[src/rtl/vga_capture_decoder.sv]
// Recovers hpos/vpos/pixel from async VGA syncs and locks onto stable timing.
// Latency: 3 clocks input->o_pixel/o_hpos; no backpressure, streams every clock.
module vga_capture_decoder #(
  parameter int H_TOTAL      = 800,
  parameter int H_VISIBLE    = 640,
  parameter int H_SYNC_START = 656,
  parameter int V_TOTAL      = 525,
  parameter int V_VISIBLE    = 480,
  parameter int V_SYNC_START = 490
) (
  input  logic       i_clk,
  input  logic       i_rst_n,
  input  logic       i_vga_hsync,
  input  logic       i_vga_vsync,
  input  logic [2:0] i_vga_r,
  input  logic [2:0] i_vga_g,
  input  logic [2:0] i_vga_b,
  output logic [9:0] o_hpos,
  output logic [9:0] o_vpos,
  output logic [8:0] o_pixel,
  output logic       o_pixel_valid,
  output logic       o_locked,
  output logic       o_err,
  output logic [9:0] o_line_len,
  output logic [9:0] o_frame_lines
);

  localparam logic [9:0] C_H_LAST  = 10'(H_TOTAL - 1);
  localparam logic [9:0] C_V_LAST  = 10'(V_TOTAL - 1);
  localparam logic [9:0] C_H_SYNC  = 10'(H_SYNC_START);
  localparam logic [9:0] C_V_SYNC  = 10'(V_SYNC_START);
  localparam logic [9:0] C_H_VIS   = 10'(H_VISIBLE);
  localparam logic [9:0] C_V_VIS   = 10'(V_VISIBLE);
  localparam logic [9:0] C_H_TOTAL = 10'(H_TOTAL);
  localparam logic [9:0] C_V_TOTAL = 10'(V_TOTAL);
  localparam logic [9:0] C_TIMEOUT = 10'(H_TOTAL + 16);

  typedef enum logic [1:0] {SEARCH, MEASURE, LOCKED} state_t;

  state_t     r_state;
  logic       r_hs_s1, r_hs_s2, r_hs_d;
  logic       r_vs_s1, r_vs_s2, r_vs_d;
  logic [8:0] r_pix0, r_pix1;
  logic [9:0] r_lcnt, r_fcnt, r_meas_lines;
  logic       r_line_err, r_timing;

  logic       w_hs_fall, w_vs_fall, w_h_wrap;
  logic [9:0] w_hpos_inc, w_vpos_inc, w_hpos_nxt, w_vpos_nxt;
  logic [9:0] w_lcnt_inc, w_fcnt_inc;
  logic       w_loss, w_go_lock, w_lock_nxt;

  assign w_hs_fall  = r_hs_d & ~r_hs_s2;
  assign w_vs_fall  = r_vs_d & ~r_vs_s2;
  assign w_h_wrap   = (o_hpos == C_H_LAST);
  assign w_hpos_inc = w_h_wrap ? 10'd0 : o_hpos + 10'd1;
  assign w_vpos_inc = !w_h_wrap ? o_vpos : ((o_vpos == C_V_LAST) ? 10'd0 : o_vpos + 10'd1);
  assign w_hpos_nxt = w_hs_fall ? C_H_SYNC : w_hpos_inc;
  assign w_vpos_nxt = w_vs_fall ? C_V_SYNC : w_vpos_inc;
  assign w_lcnt_inc = (r_lcnt == 10'h3FF) ? r_lcnt : r_lcnt + 10'd1;
  assign w_fcnt_inc = (r_fcnt == 10'h3FF) ? r_fcnt : r_fcnt + 10'd1;

  // Lock is judged against the free-running counters, before any sync reload.
  assign w_loss = (r_state == LOCKED) &&
                  ((w_hs_fall && (w_hpos_inc != C_H_SYNC)) ||
                   (w_vs_fall && (w_vpos_inc != C_V_SYNC)) ||
                   (!w_hs_fall && (r_lcnt >= C_TIMEOUT)));
  assign w_go_lock  = (r_state == MEASURE) && w_vs_fall &&
                      (r_meas_lines == C_V_TOTAL) && !r_line_err;
  assign w_lock_nxt = ((r_state == LOCKED) && !w_loss) || w_go_lock;

  always_ff @(posedge i_clk or negedge i_rst_n) begin
    if (!i_rst_n) begin
      r_hs_s1 <= 1'b1;
      r_hs_s2 <= 1'b1;
      r_hs_d  <= 1'b1;
      r_vs_s1 <= 1'b1;
      r_vs_s2 <= 1'b1;
      r_vs_d  <= 1'b1;
      r_pix0  <= '0;
      r_pix1  <= '0;
      o_pixel <= '0;
      o_hpos  <= '0;
      o_vpos  <= '0;
    end else begin
      r_hs_s1 <= i_vga_hsync;
      r_hs_s2 <= r_hs_s1;
      r_hs_d  <= r_hs_s2;
      r_vs_s1 <= i_vga_vsync;
      r_vs_s2 <= r_vs_s1;
      r_vs_d  <= r_vs_s2;
      r_pix0  <= {i_vga_r, i_vga_g, i_vga_b};
      r_pix1  <= r_pix0;
      o_pixel <= r_pix1;
      o_hpos  <= w_hpos_nxt;
      o_vpos  <= w_vpos_nxt;
    end
  end

  always_ff @(posedge i_clk or negedge i_rst_n) begin
    if (!i_rst_n) begin
      r_lcnt        <= '0;
      r_fcnt        <= '0;
      o_line_len    <= '0;
      o_frame_lines <= '0;
    end else begin
      r_lcnt <= w_hs_fall ? 10'd1 : w_lcnt_inc;
      if (w_hs_fall) o_line_len <= r_lcnt;
      if (w_vs_fall) begin
        o_frame_lines <= r_fcnt;
        r_fcnt        <= w_hs_fall ? 10'd1 : 10'd0;
      end else if (w_hs_fall) begin
        r_fcnt <= w_fcnt_inc;
      end
    end
  end

  always_ff @(posedge i_clk or negedge i_rst_n) begin
    if (!i_rst_n) begin
      r_state       <= SEARCH;
      r_meas_lines  <= '0;
      r_line_err    <= 1'b0;
      r_timing      <= 1'b0;
      o_locked      <= 1'b0;
      o_pixel_valid <= 1'b0;
      o_err         <= 1'b0;
    end else begin
      o_err         <= w_loss;
      o_locked      <= w_lock_nxt;
      o_pixel_valid <= w_lock_nxt && (w_hpos_nxt < C_H_VIS) && (w_vpos_nxt < C_V_VIS);
      case (r_state)
        SEARCH: begin
          if (w_vs_fall) begin
            r_state      <= MEASURE;
            r_meas_lines <= '0;
            r_line_err   <= 1'b0;
            r_timing     <= 1'b0;
          end
        end
        MEASURE: begin
          if (w_vs_fall) begin
            r_state      <= w_go_lock ? LOCKED : MEASURE;
            r_meas_lines <= '0;
            r_line_err   <= 1'b0;
            r_timing     <= 1'b0;
          end else if (w_hs_fall) begin
            // First fall after a frame boundary only arms the interval timer.
            r_meas_lines <= (r_meas_lines == 10'h3FF) ? r_meas_lines : r_meas_lines + 10'd1;
            r_timing     <= 1'b1;
            if (r_timing && (r_lcnt != C_H_TOTAL)) r_line_err <= 1'b1;
          end
        end
        LOCKED: begin
          if (w_loss) r_state <= SEARCH;
        end
        default: r_state <= SEARCH;
      endcase
    end
  end

endmodule
[config.mk]
export PLATFORM = sky130hd
export DESIGN_NAME = vga_capture_decoder
export DESIGN_NICKNAME = d
export VERILOG_FILES = /design/src/rtl/vga_capture_decoder.sv
export SDC_FILE = /design/constraint.sdc
export NUM_CORES = 1
export LEC_CHECK = 0
export ABC_AREA = 1
export BUFFER_PORTS_ARGS = -buffer_cell sky130_fd_sc_hd__buf_2
export CAP_MARGIN = 15
export CORE_ASPECT_RATIO = 0.8
export CORE_UTILIZATION = 45
export DETAILED_ROUTE_END_ITERATION = 8
export PLACE_DENSITY = 0.67
export SLEW_MARGIN = 20
export SYNTH_ARGS = -nofsm -noshare
export SYNTH_HDL_FRONTEND = slang
export SYNTH_SLANG_ARGS = --single-unit
export TNS_END_PERCENT = 5
[constraint.sdc]
create_clock -name i_clk -period 1.9 [get_ports i_clk]
set_input_delay 0.095 -clock i_clk [delete_from_list [all_inputs] [get_ports i_clk]]
set_output_delay 0.095 -clock i_clk [all_outputs]
set_load 0.02 [all_outputs]
# [Yosys cells after proc, flatten, opt, wreduce, memory -nomap -nowiden]
# Cells that the tools add are included.
[op_classes] n_mul=0 muxes=29 n_shift=0 n_eq_ne=19 n_lt_le_gt_ge=3 div_mod_pow=0 n_reduce_logical=25 n_bitwise=4 add_sub_neg=5
[op_table] op="$mux 10" count=14
[op_table] op="$eq 10x10->1 const B" count=6
[op_table] op="$add 10x1->10 const B" count=5
[op_table] op="$ne 10x10->1 const B" count=2
[op_table] op="$pmux 10 s2" count=1
[op_table] op="$logic_and 1x1->1" count=11
[op_table] op="$ge 10x10->1 const B" count=1
[op_table] op="$lt 10x10->1 const B" count=1
[op_table] op="$lt 10x9->1 const B" count=1
[op_table] op="$ne 10x9->1 const B" count=1
[op_table] op="$ne 2x2->1 const B" count=5
[op_table] op="$mux 2" count=4
[op_table] op="$reduce_and 4->1" count=2
[op_table] op="$mux 1" count=7
[op_table] op="$ne 3x3->1 const B" count=2
[op_table] op="$pmux 2 s3" count=1
[op_table] op="$reduce_and 3->1" count=2
[op_table] op="$pmux 1 s2" count=2
[op_table] op="$reduce_bool 2->1" count=2
[op_table] op="$logic_not 1->1" count=3
[op_table] op="$logic_or 1x1->1" count=3
[op_table] op="$ne 3x2->1 const B" count=1
[op_table] op="$and 1x1->1" count=2
[op_table] op="$eq 2x1->1 const B" count=1
[op_table] op="4 further kinds" count=5
[totals] rom_bits=0 mem_count=0 ram_bits=0 word_cells=107 regBits=110 output_inout_bits=52 latchBits=0 input_bits=13

# [Logic depth before layout (Yosys ltp)]
[logic_depth] depth_word=13 ltp_mapped=14 ltp_nobuf=14

# [Least setup slack after synthesis]
# No wires, ideal clock.
[synth_path] path_type="flip-flop to flip-flop" from="register o_hpos[0]" to="register o_pixel_valid" required_ns=1.827 setup_slack_ns=-0.064 path_buffers=1 stages_incl_launch_ff=13 setup_ns=0.073 period_less_slack_ns=1.964 arrival_ns=1.890 path_cell_list="dfrtp_1 > ha_1 > nand2_2 > nor2_4 > nand3_4 > buf_6 > nand3_2 > nand2_1 > nor2_1 > nand3_1 > a21oi_2 > nand3_2 > a21oi_2"
[synth_between] elab_chain_len=12 elab_cells_between_ends=20 classes_between="add/sub (1); order compare (2); eq/ne (3); mux (4); reduce/logical (10)"
[synth_rtl] element="from (decl)" line="18" rtl="output logic [9:0] o_hpos,"
[synth_rtl] element="from (signal assigned)" line="94" rtl="o_hpos <= w_hpos_nxt;"
[synth_rtl] element="parallel branches: the longest is 11 deep, another holds $add 10x1->10"
[synth_rtl] element="$logic_and 1x1->1 *" line="129" rtl="o_pixel_valid <= w_lock_nxt && (w_hpos_nxt < C_H_VIS) && (w_vpos_nxt < C_V_VIS);"
[synth_rtl] element="to (signal assigned)" line="129"
[synth_rtl] element="to (decl)" line="21" rtl="output logic o_pixel_valid,"
# Every way passes the cells marked *.
# A chain may end at the register's enable or synchronous reset.

# [Worst setup path in the final report]
[layout_path] from="register o_vpos[0]" to="register o_pixel_valid"
[layout_between] elab_chain_len=13 elab_cells_between_ends=16 classes_between="add/sub (1); order compare (1); eq/ne (2); mux (3); reduce/logical (9)"
[layout_rtl] element="from (decl)" line="19" rtl="output logic [9:0] o_vpos,"
[layout_rtl] element="from (signal assigned)" line="95" rtl="o_vpos <= w_vpos_nxt;"
[layout_rtl] element="$add 10x1->10 / $eq 10x10->1 (equally long branches)" line="56" rtl="assign w_vpos_inc = !w_h_wrap ? o_vpos : ((o_vpos == C_V_LAST) ? 10'd0 : o_vpos + 10'd1);"
[layout_rtl] element="$mux 10" line="56"
[layout_rtl] element="$mux 10 *" line="56"
[layout_rtl] element="$ne 10x9->1" line="65" rtl="(w_vs_fall && (w_vpos_inc != C_V_SYNC)) ||"
[layout_rtl] element="$logic_and 1x1->1" line="65"
[layout_rtl] element="$logic_or 1x1->1" line="64" rtl="((w_hs_fall && (w_hpos_inc != C_H_SYNC)) ||"
[layout_rtl] element="$logic_or 1x1->1" line="65"
[layout_rtl] element="$logic_and 1x1->1" line="63" rtl="assign w_loss = (r_state == LOCKED) &&"
[layout_rtl] element="$logic_not 1->1" line="69" rtl="assign w_lock_nxt = ((r_state == LOCKED) && !w_loss) || w_go_lock;"
[layout_rtl] element="$logic_and 1x1->1" line="69"
[layout_rtl] element="$logic_or 1x1->1" line="69"
[layout_rtl] element="$logic_and 1x1->1" line="129"
[layout_rtl] element="$logic_and 1x1->1 *" line="129"
# Mark *: on every way between the ends. The rest lies on a longest branch, timed or not.

==> metrics <==
synth cell count leaders=nand2_1 (132), dfrtp_1 (104), inv_1 (73); DRT Wirelength=10440 um; maximum VDD drop=587.3 uV; startpoint types=register; status=complete, but fails checks; Yosys cell types=37; vias=4028; initial antenna violation count=0; vias per cell=4.954; wire length of the first global-routing pass=17760 um; register area share after synthesis=0.5706; worst reg2reg endpoint=o_pixel_valid; fin worst setup slack=-0.02214 ns; # DRC=0; starting density of the core=0.4667; die height=94.73 um; Async SR Flop Fraction=1.000; Setup crit end=o_pixel_valid; Final Hold Viols=0; CP max FO=5; mux contribution to synthesized area=0; TritonCTS Buffers=9; CTS tree=built; fill count=949; Synth area leader=dfrtp_1; Max-Cap Viols=0; core footprint=10360 um2; Yosys top cell area share=0.5380; Avg Inst Size Synth=8.795 um2; pin count of the biggest net entering global routing=43; RSZ-0062 raised after global routing=true; ranking of synthesized cells by area=dfrtp_1 (54%), nand2_1 (10%), inv_1 (5.7%); LEAKAGE=3.033 nW; fraction of layout instances using a drive strength above 1=0.2615; post-synthesis compound-gate area fraction=0.08639; post-route ant nets=0; Post-synth EDFFs=0; Main synth FF type=dfrtp_1; crit path cell chain=inv_2 > ha_4 > nand2_2 > nor2_1 > nand4_1 > nand2_1 > nand2_1 > nand2_1 > nand2_1 > nor2_1 > nand3_1 > nand2_2 > nand3_2 > a21oi_2; fin. max-slew vios=0; Layout Skew=0.008763 ns; Slew @ Worst Pin=0.4995 ns; Yosys reg bits=110; diode count=0; reg-to-reg critical path startpoint=o_vpos[0]; post-DP HPWL=7403 um; Max Fclk=520.3 MHz; reg2reg path depth=14; global route overflow=0; Clock transition at path regs=0.07 ns; FF-to-FF setup slack=-0.02 ns; initial DRC count=234; wire per inst=12.84 um; CP peak stage delay=0.43 ns; Max Buffers Root-to-Sink=2; adder-cell share of the synthesized area=0.02069; die area=11170 um2; die width=117.9 um; relative slew slack=0.6670; setup violators final=3; slowest CP cell=dfrtp_1; PD cells=888.2 nW/um2; nets@finish=689; Hold Crit Class=primary input to async pin; Worst setup EP type=register; failing checks=negative setup slack; Critical Path Start=o_vpos[0]; syn nets=571; setup tns final=-0.04373 ns; min Tclk post-route=1.922 ns; Area Overhead vs Synth=26.69%; gp weighted congestion=0.9390; total track usage=0.1995; WP data required=2.18 ns; FP Rows=33; clock root buffer=clkbuf_16; final core occ=0.5913; vias in the first global route=3968; drt first pass iters=4; Tcrit/Tclk final=1.012; Post-Synthesis Cells=550; clock sink count=110; yosys synthesis warning count=0; most frequent cell after synthesis=nand2_1; largest family of logic cells by synthesized area=simple AND/OR/NAND/NOR gates; critical path class=register to register; Arr. time, crit path=2.20 ns; number of I/O pins=65; post-synthesis simple-gate area fraction=0.2486; CP most frequent cell=nand2_1; H-tree level count=3; Port Buffers=64; xor/xnor cell area share of the yosys netlist=0.003621; post-synthesis instance area=4837 um2; Clk Latency, worst-skew pair=0.35 ns
where the power goes:
part,leakage (nW),internal (mW),switching [mW],total [mW]
Sequential,1.37,2.55,0.129,2.68
Combinational,1.51,0.331,0.564,0.895
Clock,0.147,0.942,0.930,1.87
Total,3.03,3.82,1.62,5.44
how the worst min path moves through the flow:
stage / start / end / slack [ns] / cells after the start
final: i_rst_n / o_line_len[7] / 0.25 / 2
after global routing: i_rst_n / o_line_len[3] / 0.30 / 2
after CTS: i_rst_n / o_line_len[4] / 0.26 / 2
after detailed placement: i_rst_n / o_line_len[7] / 0.1 / 1
after global placement: i_rst_n / o_line_len[7] / 0.09 / 1
after floorplan: i_rst_n / o_err / -0.20 / 0
cells in the final DEF (no fill, tap or decap), types with 2 or more instances in the layout:
| cell | instances |
|---|---|
| a211oi_1 | 4 |
| a21oi_1 | 17 |
| a21oi_2 | 2 |
| a31oi_1 | 5 |
| buf_2 | 63 |
| buf_4 | 39 |
| clkbuf_16 | 9 |
| clkinv_8 | 3 |
| dfrtp_1 | 101 |
| dfrtp_2 | 3 |
| dfstp_2 | 6 |
| dlygate4sd3_1 | 12 |
| ha_1 | 6 |
| ha_4 | 2 |
| inv_1 | 71 |
| inv_2 | 4 |
| inv_6 | 2 |
| nand2_1 | 127 |
| nand2_2 | 10 |
| nand3_1 | 37 |
| nand3_2 | 6 |
| nand4_1 | 8 |
| nor2_1 | 48 |
| nor2_2 | 9 |
| nor2_4 | 4 |
| nor3_1 | 14 |
| nor3_2 | 4 |
| o21ai_0 | 30 |
| o21ai_1 | 2 |
| o21bai_1 | 4 |
| or2_2 | 4 |
worst max-delay path: cells and delay by family (launching register included):
| kind | cells | cell delay (ns) |
|---|---|---|
| adder cells (fa/ha/maj) | 1 | 0.13 |
| flip-flops | 1 | 0.43 |
| buffers and inverters | 1 | 0.10 |
| AO/OA/AOI/OAI | 1 | 0.14 |
| AND/OR/NAND/NOR | 11 | 1.07 |
cells by family after synthesis:
kind of cell	count (synthesis)
fa+ha+maj	8
flops	110
xor+xnor	2
simple gates	272
buf+inv	86
compound gates	72
layer usage:
metal | global-route usage | wire, um | share of wire | vias up
li1 | - | - | - | 1998
met1 | 0.2513 | 4854 | 0.46 | 1911
met2 | 0.3407 | 4902 | 0.47 | 102
met3 | 0.04469 | 499 | 0.048 | 17
met4 | 0.07265 | 182 | 0.017 | 0
met5 | 0 | 0 | 0 | -
registers in the layout, indices dropped and copies added, names as in the netlist, 2 cells and up:
| signal | cells |
|---|---|
| o_hpos | 10 |
| r_state | 2 |
| r_lcnt | 10 |
| o_frame_lines | 10 |
| r_pix1 | 9 |
| r_pix0 | 9 |
| o_line_len | 10 |
| r_fcnt | 10 |
| o_vpos | 10 |
| o_pixel | 9 |
| r_meas_lines | 10 |
timing repair:
action,in CTS,in global routing
resized for setup,7,21
hold endpoints to repair,40,0
pin swaps,1,13
endpoints found under the setup margin,6,21
buffers inserted,1,3
hold buffers,12,0
gates cloned,2,0
final cells by class:
| cell class | count | area [um2] | share of cell area |
|---|---|---|---|
| sequential | 110 | 2764 | 0.4510 |
| multi-input combinational | 355 | 1836 | 0.2995 |
| timing repair buffer | 115 | 748.2 | 0.1221 |
| inverter | 76 | 290.3 | 0.04737 |
| clock buffer | 9 | 225.2 | 0.03675 |
| tap | 140 | 175.2 | 0.02858 |
| clock inverter | 7 | 85.08 | 0.01388 |
| timing repair inverter | 1 | 5.005 | 0.0008167 |
stage by stage:
stage               area (um2)  worst slack (ns)  total power [mW]  std cells  hold slack [ns]
global placement          5560           0.01793             3.537        779          0.09467
CTS                       6037          -0.01077             5.505        810           0.2613
detailed placement        5560          -0.03709             3.581        779          0.09692
global route              6128           -0.1931             5.734        813           0.2964
finish                    6128          -0.02214             5.443        813           0.2519
floorplan                 4840           0.02943             3.227        550          -0.2006
Power figures use the tool's default switching activity.
